**config.mk**
```make
export PLATFORM = sky130hd
export DESIGN_NAME = regbank_arbiter
export DESIGN_NICKNAME = d
export VERILOG_FILES = /design/src/rtl/regbank_pkg.sv /design/src/rtl/starve_counter.sv /design/src/rtl/regbank_arbiter.sv
export SDC_FILE = /design/constraint.sdc
export NUM_CORES = 1
export LEC_CHECK = 0
export CAP_MARGIN = 15
export CORE_UTILIZATION = 42
export CTS_BUF_LIST = sky130_fd_sc_hd__clkbuf_8
export DETAILED_ROUTE_END_ITERATION = 10
export PLACE_DENSITY = 0.83
export SLEW_MARGIN = 20
export SYNTH_ARGS = -nofsm -noshare
export SYNTH_HDL_FRONTEND = slang
export SYNTH_SLANG_ARGS = --single-unit
```
**constraint.sdc**
```tcl
create_clock -name clk_i -period 1.6 [get_ports clk_i]
set_input_delay 0.16 -clock clk_i [delete_from_list [all_inputs] [get_ports clk_i]]
set_output_delay 0.16 -clock clk_i [all_outputs]
set_load 0.02 [all_outputs]
```
**src/rtl/regbank_pkg.sv**
```systemverilog
// Shared types and constants for the register-bank arbiter and its helpers.
package regbank_pkg;

  localparam int unsigned DATA_W   = 8;
  localparam int unsigned STARVE_W = 8;

  typedef enum logic [1:0] {
    IDLE,
    GNT_I2C,
    GNT_CORE
  } arb_state_t;

  typedef enum logic {
    REQ_I2C,
    REQ_CORE
  } requester_t;

endpackage

```
**src/rtl/starve_counter.sv**
```systemverilog
// Saturating wait counter with synchronous clear and a sticky threshold flag.
module starve_counter
  import regbank_pkg::*;
#(
  parameter int unsigned MAX_WAIT = 255
) (
  input  logic clk_i,
  input  logic rst_ni,
  input  logic inc_i,
  input  logic clr_i,
  output logic starve_o
);

  localparam logic [STARVE_W-1:0] Thresh = STARVE_W'(MAX_WAIT);

  logic [STARVE_W-1:0] count_q, count_d;
  logic                starve_q, starve_d;

  always_comb begin
    count_d  = count_q;
    starve_d = starve_q;
    if (clr_i) begin
      count_d  = '0;
      starve_d = 1'b0;
    end else if (inc_i) begin
      if (!(&count_q)) begin
        count_d = count_q + STARVE_W'(1);
      end
      // Only a waiting cycle can raise the flag, so MAX_WAIT = 0 does not fire spuriously.
      if (count_d >= Thresh) begin
        starve_d = 1'b1;
      end
    end
  end

  always_ff @(posedge clk_i or negedge rst_ni) begin
    if (!rst_ni) begin
      count_q  <= '0;
      starve_q <= 1'b0;
    end else begin
      count_q  <= count_d;
      starve_q <= starve_d;
    end
  end

  assign starve_o = starve_q;

endmodule

```
**src/rtl/regbank_arbiter.sv**
```systemverilog
// Two-port arbiter for the shared 8-bit register bank: I2C slave versus on-chip core,
// with I2C transaction locking, registered read-data return and a core starvation watchdog.
module regbank_arbiter
  import regbank_pkg::*;
#(
  parameter int unsigned REGCOUNT = 32,
  parameter int unsigned ADDR_W   = 5,
  parameter int unsigned MAX_WAIT = 255
) (
  input  logic              clk_i,
  input  logic              rst_ni,

  input  logic              i2c_req_i,
  input  logic              i2c_we_i,
  input  logic [ADDR_W-1:0] i2c_addr_i,
  input  logic [DATA_W-1:0] i2c_wdata_i,
  input  logic              i2c_lock_i,
  output logic              i2c_gnt_o,
  output logic              i2c_rvalid_o,
  output logic [DATA_W-1:0] i2c_rdata_o,

  input  logic              core_req_i,
  input  logic              core_we_i,
  input  logic [ADDR_W-1:0] core_addr_i,
  input  logic [DATA_W-1:0] core_wdata_i,
  output logic              core_gnt_o,
  output logic              core_rvalid_o,
  output logic [DATA_W-1:0] core_rdata_o,
  output logic              core_starve_o,

  output logic              mem_we_o,
  output logic [ADDR_W-1:0] mem_addr_o,
  output logic [DATA_W-1:0] mem_wdata_o,
  input  logic [DATA_W-1:0] mem_rdata_i,
  output logic              addr_err_o
);

  arb_state_t        state_q, state_d;
  requester_t        last_q, last_d;
  logic [ADDR_W-1:0] addr_q, addr_d;
  logic [DATA_W-1:0] wdata_q, wdata_d;
  logic              we_q, we_d;
  logic              in_range_q, in_range_d;

  logic              elig_i2c, elig_core;
  logic              i2c_gnt, core_gnt, busy;

  logic              i2c_rvalid_q, i2c_rvalid_d;
  logic              core_rvalid_q, core_rvalid_d;
  logic              addr_err_q, addr_err_d;
  logic [DATA_W-1:0] i2c_rdata_q, i2c_rdata_d;
  logic [DATA_W-1:0] core_rdata_q, core_rdata_d;
  logic [DATA_W-1:0] cap_data;

  // The side being granted this cycle still has req high, so it sits out the next decision.
  always_comb begin
    elig_i2c  = i2c_req_i && (state_q != GNT_I2C);
    elig_core = core_req_i && !i2c_lock_i && (state_q != GNT_CORE);

    state_d = IDLE;
    last_d  = last_q;
    addr_d  = addr_q;
    wdata_d = wdata_q;
    we_d    = we_q;

    if (elig_i2c && (!elig_core || (last_q == REQ_CORE))) begin
      state_d = GNT_I2C;
      last_d  = REQ_I2C;
      addr_d  = i2c_addr_i;
      wdata_d = i2c_wdata_i;
      we_d    = i2c_we_i;
    end else if (elig_core) begin
      state_d = GNT_CORE;
      last_d  = REQ_CORE;
      addr_d  = core_addr_i;
      wdata_d = core_wdata_i;
      we_d    = core_we_i;
    end

    in_range_d = (32'(addr_d) < REGCOUNT);
  end

  always_comb begin
    i2c_gnt  = 1'b0;
    core_gnt = 1'b0;
    unique case (state_q)
      GNT_I2C:  i2c_gnt  = 1'b1;
      GNT_CORE: core_gnt = 1'b1;
      default:  ;
    endcase
    busy = i2c_gnt | core_gnt;
  end

  // Capture happens at the end of the grant cycle, before the bank commits any write.
  always_comb begin
    cap_data      = in_range_q ? mem_rdata_i : '0;
    i2c_rvalid_d  = i2c_gnt;
    core_rvalid_d = core_gnt;
    addr_err_d    = busy && !in_range_q;
    i2c_rdata_d   = i2c_gnt ? cap_data : i2c_rdata_q;
    core_rdata_d  = core_gnt ? cap_data : core_rdata_q;
  end

  always_ff @(posedge clk_i or negedge rst_ni) begin
    if (!rst_ni) begin
      state_q <= IDLE;
      last_q  <= REQ_CORE;
    end else begin
      state_q <= state_d;
      last_q  <= last_d;
    end
  end

  always_ff @(posedge clk_i or negedge rst_ni) begin
    if (!rst_ni) begin
      addr_q        <= '0;
      wdata_q       <= '0;
      we_q          <= 1'b0;
      in_range_q    <= 1'b0;
      i2c_rvalid_q  <= 1'b0;
      core_rvalid_q <= 1'b0;
      addr_err_q    <= 1'b0;
      i2c_rdata_q   <= '0;
      core_rdata_q  <= '0;
    end else begin
      addr_q        <= addr_d;
      wdata_q       <= wdata_d;
      we_q          <= we_d;
      in_range_q    <= in_range_d;
      i2c_rvalid_q  <= i2c_rvalid_d;
      core_rvalid_q <= core_rvalid_d;
      addr_err_q    <= addr_err_d;
      i2c_rdata_q   <= i2c_rdata_d;
      core_rdata_q  <= core_rdata_d;
    end
  end

  starve_counter #(
    .MAX_WAIT (MAX_WAIT)
  ) u_starve (
    .clk_i    (clk_i),
    .rst_ni   (rst_ni),
    .inc_i    (core_req_i && !core_gnt && i2c_lock_i),
    .clr_i    (core_gnt),
    .starve_o (core_starve_o)
  );

  assign i2c_gnt_o     = i2c_gnt;
  assign core_gnt_o    = core_gnt;
  assign i2c_rvalid_o  = i2c_rvalid_q;
  assign core_rvalid_o = core_rvalid_q;
  assign i2c_rdata_o   = i2c_rdata_q;
  assign core_rdata_o  = core_rdata_q;
  assign addr_err_o    = addr_err_q;
  assign mem_we_o      = busy && we_q && in_range_q;
  assign mem_addr_o    = addr_q;
  assign mem_wdata_o   = wdata_q;

endmodule

```
# Word level (Yosys, flattened, before mapping)
# Index checks and enable logic that the tools add are counted.
# word_totals
register_bits	46
latchBits	0
ramBits	0
rom_bits	0
in_bits	41
wordCells	60
mem_count	0
# classes
addsub	1
multipliers	0
n_div	0
magnitude_cmp	1
n_eq_ne	4
shifts	0
muxes	21
n_bitwise	1
n_reduce_logical	19
# ops
cell	count
8-bit two-way mux	8
5-bit two-way mux	2
1-bit logical AND	9
1-bit two-way mux	9
8-bit by 1-bit adder with 8-bit output, second input constant	1
8-bit >= comparator, second input constant	1
8-bit AND reduction	1
2-bit nonzero test	3
1-bit zero test	4
2-bit two-way mux	2
2-bit by 1-bit equality test with 1-bit output, second input constant	1
2-bit equality test, second input constant	1
2-bit by 1-bit inequality test with 1-bit output, second input constant	1
2-bit inequality test, second input constant	1
2-bit AND reduction	1
1-bit logical OR	1
1-bit bitwise OR	1

# Logic depth before layout (Yosys ltp)
# Gate-level depths: netlist of the first run.
# logic_depth
word_depth	11
ltp_mapped	8
mapped_depth_nobuf	6

# Modules after synthesis
# A second synthesis of the first run with hierarchy kept.
# unflattened
cells_unflattened	201
hier_area_um2	2129.5
# by_module_without_submodules
mod	instances	cells_per_inst	area_each_um2
regbank_arbiter	1	137	1544.0
starve_counter	1	64	585.6

# Least setup slack after synthesis of the first run
# No wires, ideal clock.
# synth_path
kind	register to register
from	register state_q[0]
to	register wdata_q[0], in the netlist mem_wdata_o[0]
setup_time_ps	119
arrival_time_ps	1646
t_required_ps	1481
path_slack_ps	-165
stages_incl_launch_ff	9
n_path_buf	2
period_less_slack_ps	1765
cell_sequence	dfrtp_1 > inv_1 > ha_1 > or3b_1 > buf_6 > o21a_4 > buf_6 > nand2_1 > o21ai_2
# synth_via
elab_chain_cells	6
word_cells_on_any_way	9
# synth_rtl
item	line_no	text
from (decl)	regbank_arbiter.sv:38	arb_state_t state_q, state_d;
from (signal assigned)	regbank_arbiter.sv:109	state_q <= state_d;
2-bit inequality test	regbank_arbiter.sv:58	elig_core = core_req_i && !i2c_lock_i && (state_q != GNT_CORE);
1-bit logical AND	regbank_arbiter.sv:58	
1-bit zero test	regbank_arbiter.sv:66	if (elig_i2c && (!elig_core || (last_q == REQ_CORE))) begin
1-bit logical OR	regbank_arbiter.sv:66	
1-bit logical AND	regbank_arbiter.sv:66	
8-bit two-way mux / 2-bit nonzero test (equally long branches)	-	
to (signal assigned)	regbank_arbiter.sv:127	wdata_q <= wdata_d;
to (decl)	regbank_arbiter.sv:41	logic [DATA_W-1:0] wdata_q, wdata_d;
# Parallel ways exist; a longest one is shown, timed or not.
# A chain may end at the register's enable or synchronous reset.

# Worst setup path after layout of the first run
# layout_path
from	register state_q[0]
to	register wdata_q[6], in the netlist mem_wdata_o[6]
# Same word-level chain as after synthesis.

==> flow_summary_export.csv, run 1 <==
group,metric,value,unit
run_status,status,"finished, violations left",
run_status,violations,"negative setup slack",
drt,drt_iter0_markers,120,
cells_and_area,multi_input_area,986,um2
floorplanning,fp.dieW,73.6,um
cts,tritoncts,"built",
cts,htreeDepth,2,
cts,cts_buffers,5,
drt,vias,1881,
cts,clkSinkCount,46,
cells_and_area,final_common_cell,"clkdlybuf4s50_1",
timing,max_slew_margin,0.642,
floorplanning,num_rows,25,
timing,finalCriticalPeriod,1.65,ns
timing,hold_viol,0,
worst_setup_path,cp-end-kind,"flip-flop",
power,total_power,3.96,mW
timing,max_slew.worst_pin.slew,0.537,ns
drt,drt-total-wl,5450,um
yosys,ys.flop_type,"dfrtp_1",
cells_and_area,final_cell_mix,"clkdlybuf4s50_1, dfrtp_1, inv_1",
min_path,hold_path_class,"input port to asynchronous set/reset pin",
grt,antenna_found_initial,0,
timing,timing.final.ws_setup,-0.0516,ns
grt,grt_use_total,0.217,
yosys,syn_area,2150,um2
yosys,async_flop_share,1.00,
timing,rsz0062_at_grt,"yes",
yosys,synth-seq-cells,46,
cells_and_area,area_growth_syn_to_layout,56.9,%
grt,grt_pass1_vias,1917,
grt,grt_max_degree,25,
cts,path_clk_slew,0.10,ns
placed_design,place_inst,352,
grt,overflow,0,
cells_and_area,seqCellArea,1150,um2
yosys,ys_warn_count,0,
floorplanning,die_y,73.6,um
floorplanning,core_area,4820,um2
yosys,postSynthAreaPerCell,10.4,um2
timing,slew_violations,0,
cts,clk_path_buf_depth,2,
timing,setup_viol,15,
worst_setup_path,cp.required,1.80,ns
power,leakage,1.45,nW
cells_and_area,fin_nets,346,
floorplanning,start_util,0.447,
flow_run,drv_cap,0,
grt,grt_pass1_wl,8730,um
yosys,synth-edff-count,0,
cells_and_area,drive_above_1_share,0.244,
cts,clk_latency,0.31,ns
drt,wl_per_cell,14.7,um
placed_design,io_buffers,76,
worst_setup_path,cp.arrival,1.85,ns
drt,firstDrtPassIters,4,
yosys,yosys.cell_types.count,36,
worst_setup_path,startpoint_type,"flip-flop",
cells_and_area,stdcell_count,370,
placed_design,hpwl,3620,um
placed_design,place_congestion,0.831,
timing,fin_crit_sh,1.03,
cells_and_area,n_antenna_cell,0,
cells_and_area,nFillCells,352,
floorplanning,io_pins,77,
drt,drc_errors,0,
timing,max_freq,605,MHz
cts,clock-root-buffer,"clkbuf_8",
worst_setup_path,critPathKind,"flip-flop to flip-flop",
yosys,synth_fp_nets,250,
worst_setup_path,worstPathMaxFanout,7,
power,ir_drop,0.000776,V
floorplanning,dieArea,5410,um2
drt,antenna_left,0,
drt,via_per_inst,5.08,
timing,skew,0.00529,ns
yosys,netlist_instances,206,
power,powerDensity,1170,nW/um2
yosys,yosysSeqAreaShare,0.535,
## area by class of cell
class	count	area share
clock buffers	5	0.0204
well taps	67	0.0248
inverters	20	0.0222
repair buffers	97	0.285
flip-flops and latches	46	0.341
multi-input cells	132	0.292
clock inverters	3	0.0145
## critical path: stages, from the launching register on
cell and delay [ns]:
dfrtp_1 0.38, inv_2 0.05, ha_4 0.16, or3b_4 0.49, buf_12 0.18, mux2i_2 0.19, o21ai_2 0.08
## power breakdown
group,internal [mW],switching [mW]
Sequential,1.41,0.199
Combinational,0.736,0.700
Clock,0.476,0.434
Total,2.62,1.33
## state kept, by name, indices dropped and copies added (netlist names)
signal	cells
core_rdata_o	8
i2c_rdata_o	8
mem_wdata_o	8
u_starve.count_q	8
mem_addr_o	5
state_q	2
addr_err_o	1
core_rvalid_o	1
i2c_rvalid_o	1
in_range_q	1
last_q	1
u_starve.starve_o	1
we_q	1
## what timing repair did
item	4_1_cts	5_1_grt
gates cloned	4	0
buffers inserted	4	1
pin swaps	6	5
resized for setup	22	17
hold buffers	1	0
endpoints found under the setup margin	21	24
hold endpoints to repair	22	0
## cells by family after synthesis
family	count (synthesis)	share of synthesized area
flops	46	0.535
mux	17	0.0796
other cells	1	0.00174
simple gates	61	0.144
compound gates	45	0.144
buf+inv	31	0.0698
xor+xnor	2	0.00814
fa+ha+maj	3	0.0174
## synth_stat cells, drive strengths merged, types with 2 or more instances
cell type	instances	area, um2
dfrtp	45	1130
o21ai	32	213
inv	20	75.1
nand3	19	95.1
nand2	18	67.6
mux2i	16	160
nor2	8	30.0
buf	6	56.3
clkbuf	5	18.8
nand3b	4	30.0
a21oi	3	15.0
ha	3	37.5
a31oi	2	12.5
and3b	2	17.5
nand2b	2	12.5
nand4	2	12.5
nor2b	2	12.5
o21bai	2	15.0
## per-stage QoR
| step | hold WS (ns) | worst slack, ns | cell area [um2] | TNS, ns | util |
|---|---|---|---|---|---|
| final | 0.358 | -0.0516 | 3380 | -0.430 | 0.701 |
| after global routing | 0.401 | -0.102 | 3380 | -1.26 | 0.701 |
| after CTS | 0.370 | -0.0393 | 3320 | -0.252 | 0.689 |
| after detailed placement | 0.174 | -0.177 | 3060 | -2.27 | 0.636 |
| after global placement | 0.161 | -0.132 | 3060 | -1.81 | 0.636 |
| after floorplan | -0.136 | -0.0531 | 2180 | -0.676 | - |
## layer usage
metal / GRT usage / wire (um) / vias up
met5: 0 / 0 / -
met4: 0.0791 / 80 / 0
met3: 0.0617 / 326 / 8
met2: 0.399 / 2850 / 69
met1: 0.237 / 2200 / 902
li1: - / - / 902
## path summary, 6_finish.rpt
kind                                  from               to  slack, ns  depth (start not counted)
setup / recovery                state_q[0]   mem_wdata_o[6]      -0.05                          6
hold / removal                      rst_ni   i2c_rdata_o[1]       0.36                          2
setup reg to reg                state_q[0]   mem_wdata_o[6]      -0.05                          6
hold reg to reg            core_rdata_o[0]  core_rdata_o[0]       0.53                          2
max in group asynchronous           rst_ni           last_q       0.65                          3
min in group clk_i          i2c_wdata_i[2]   mem_wdata_o[2]       0.40                          3
Note: power is estimated with default switching activity, not from simulation.
==> run 2, diff against run 1 <==
Settings changed: CTS_CLUSTER_SIZE set to 16.
==> results of run 2 <==
Final layout, timing and power as in run 1 (identical DEF).
==> run 3, diff against run 2 <==
Settings changed: ABC_CLOCK_PERIOD_IN_PS set to 1600, CORE_ASPECT_RATIO set to 0.5.
==> run 3 against run 2 <==
  * Sequential share of layout area is 1.4 points higher
  * Sequential cell count stayed put
  * Count of clock-buffer cells in the layout is 1 higher
  * Critical path depth is 1 lower
  * Hold slack better by 0.046 ns
  * Critical path type unchanged
  * First-iteration DRC count is 65% lower
  * Via count is 2.3% lower
  * Clock skew is 0.0049 ns higher
  * Combinational power hardly changed
  * Worst setup slack better by 0.089 ns
  * The flow now finishes without violations
  * Sequential power hardly changed
==> flow_summary_export.csv, run 3 (synthesis results as in run 1) <==
group,metric,value,unit
worst_setup_path,critPathKind,"flip-flop to flip-flop",
timing,max_freq,640,MHz
floorplanning,dieArea,5430,um2
cts,clk_path_buf_depth,2,
placed_design,hpwl,3570,um
placed_design,io_buffers,76,
power,powerDensity,1150,nW/um2
cts,clk_latency,0.30,ns
floorplanning,start_util,0.462,
cts,path_clk_slew,0.08,ns
cells_and_area,area_growth_syn_to_layout,50.8,%
cells_and_area,drive_above_1_share,0.214,
power,ir_drop,0.000514,V
cts,cts_buffers,5,
cts,post_cts_buffers,0,
timing,max_slew_margin,0.623,
timing,setup_viol,0,
drt,drc_errors,0,
grt,grt_pass1_vias,1882,
worst_setup_path,rr_endpoint,"mem_addr_o[4]",
timing,fin_crit_sh,0.977,
min_path,min-delay-start,"i2c_wdata_i[0]",
floorplanning,io_pins,77,
timing,holdWs,0.404,ns
drt,wl_per_cell,14.1,um
timing,slew_violations,0,
worst_setup_path,timing.reg2reg.setup_slack,0.04,ns
cells_and_area,final_common_cell,"clkdlybuf4s50_1",
worst_setup_path,cp-end-kind,"flip-flop",
drt,via_per_inst,5.04,
worst_setup_path,reg2reg_depth,5,
worst_setup_path,cp.arrival,1.75,ns
cts,tritoncts,"built",
worst_setup_path,startpoint_type,"flip-flop",
cells_and_area,n_antenna_cell,0,
drt,drt_iter0_markers,42,
floorplanning,die_y,52.6,um
min_path,min_to,"mem_wdata_o[0]",
grt,overflow,0,
cells_and_area,nFillCells,337,
timing,max_slew.worst_pin.slew,0.566,ns
drt,firstDrtPassIters,4,
grt,antenna_found_initial,0,
floorplanning,core_area,4660,um2
cells_and_area,fin_nets,342,
grt,grt_max_degree,47,
worst_setup_path,cp.required,1.79,ns
worst_setup_path,worstPathMaxFanout,14,
drt,antenna_left,0,
power,leakage,1.41,nW
min_path,hold_path_class,"input port to flip-flop",
cts,clkSinkCount,46,
cells_and_area,final_cell_mix,"clkdlybuf4s50_1, dfrtp_1, inv_1",
worst_setup_path,r2r-start,"state_q[1]",
placed_design,place_congestion,0.832,
drt,drt-total-wl,5140,um
drt,vias,1838,
min_path,hold_depth,3,
run_status,status,"complete, no violations",
timing,timing.final.ws_setup,0.0371,ns
cts,htreeDepth,2,
grt,grt_pass1_wl,8270,um
placed_design,pre_cts_ws,-0.155,ns
cts,clock-root-buffer,"clkbuf_8",
grt,grt_use_total,0.207,
timing,fin_tns_setup,0,ns
flow_run,drv_cap,0,
timing,hold_viol,0,
timing,rsz0062_at_grt,"yes",
floorplanning,num_rows,17,
timing,skew,0.0102,ns
timing,finalCriticalPeriod,1.56,ns
floorplanning,fp.dieW,103,um
-- run 3: where the power goes --
part / total [mW] / switching, mW / internal, mW
logic: 1.42 / 0.697 / 0.719
registers: 1.60 / 0.185 / 1.41
clock network: 0.724 / 0.384 / 0.340
total: 3.74 / 1.26 / 2.47
-- run 3: worst max path at each step --
stage / from / endpoint / slack (ns) / depth (start not counted)
3_5_place_dp: core_req_i / mem_addr_o[4] / -0.15 / 5
6_report: state_q[1] / mem_addr_o[4] / 0.04 / 5
5_1_grt: state_q[0] / we_q / -0.02 / 5
2_1_floorplan: state_q[1] / mem_wdata_o[0] / -0.05 / 7
4_1_cts: state_q[0] / mem_addr_o[0] / 0.01 / 5
3_3_place_gp: core_req_i / mem_wdata_o[5] / -0.11 / 5
-- run 3: area by class of cell --
type                    instances  area [um2]  share of cell area
inverters                      20        75.1              0.0231
repair buffers                 93         883               0.272
multi-input cells             132         962               0.296
clock inverters                 2        7.51             0.00231
well taps                      66        82.6              0.0254
clock buffers                   6        82.6              0.0254
flip-flops and latches         46        1150               0.355
-- run 3: critical path, stage by stage (launching register included) --
cell and delay, ns:
dfrtp_1 0.41, ha_4 0.17, or3b_4 0.42, buf_12 0.19, mux2i_1 0.20, o21ai_2 0.07
-- run 3: metrics by stage --
| step | std cells | cell area [um2] | util | power, mW |
|---|---|---|---|---|
| after global placement | 353 | 3060 | 0.658 | 2.89 |
| after detailed placement | 353 | 3060 | 0.658 | 2.94 |
| after floorplan | 206 | 2180 | - | 2.28 |
| after global routing | 365 | 3250 | 0.697 | 3.94 |
| after CTS | 363 | 3180 | 0.683 | 3.69 |
| final | 365 | 3250 | 0.697 | 3.74 |
-- run 3: timing repair --
| item | in CTS | in global routing |
|---|---|---|
| hold endpoints to repair | 45 | 0 |
| resized for setup | 12 | 16 |
| hold buffers | 1 | 0 |
| gates cloned | 1 | 2 |
| pin swaps | 0 | 2 |
| setup endpoints to repair | 17 | 21 |
-- run 3: per-layer routing --
metal | part of all wire | vias to the layer above | track usage
li1 | - | 893 | -
met1 | 0.46 | 887 | 0.254
met2 | 0.49 | 49 | 0.362
met3 | 0.041 | 9 | 0.0453
met4 | 0.012 | 0 | 0.0798
met5 | 0 | - | 0
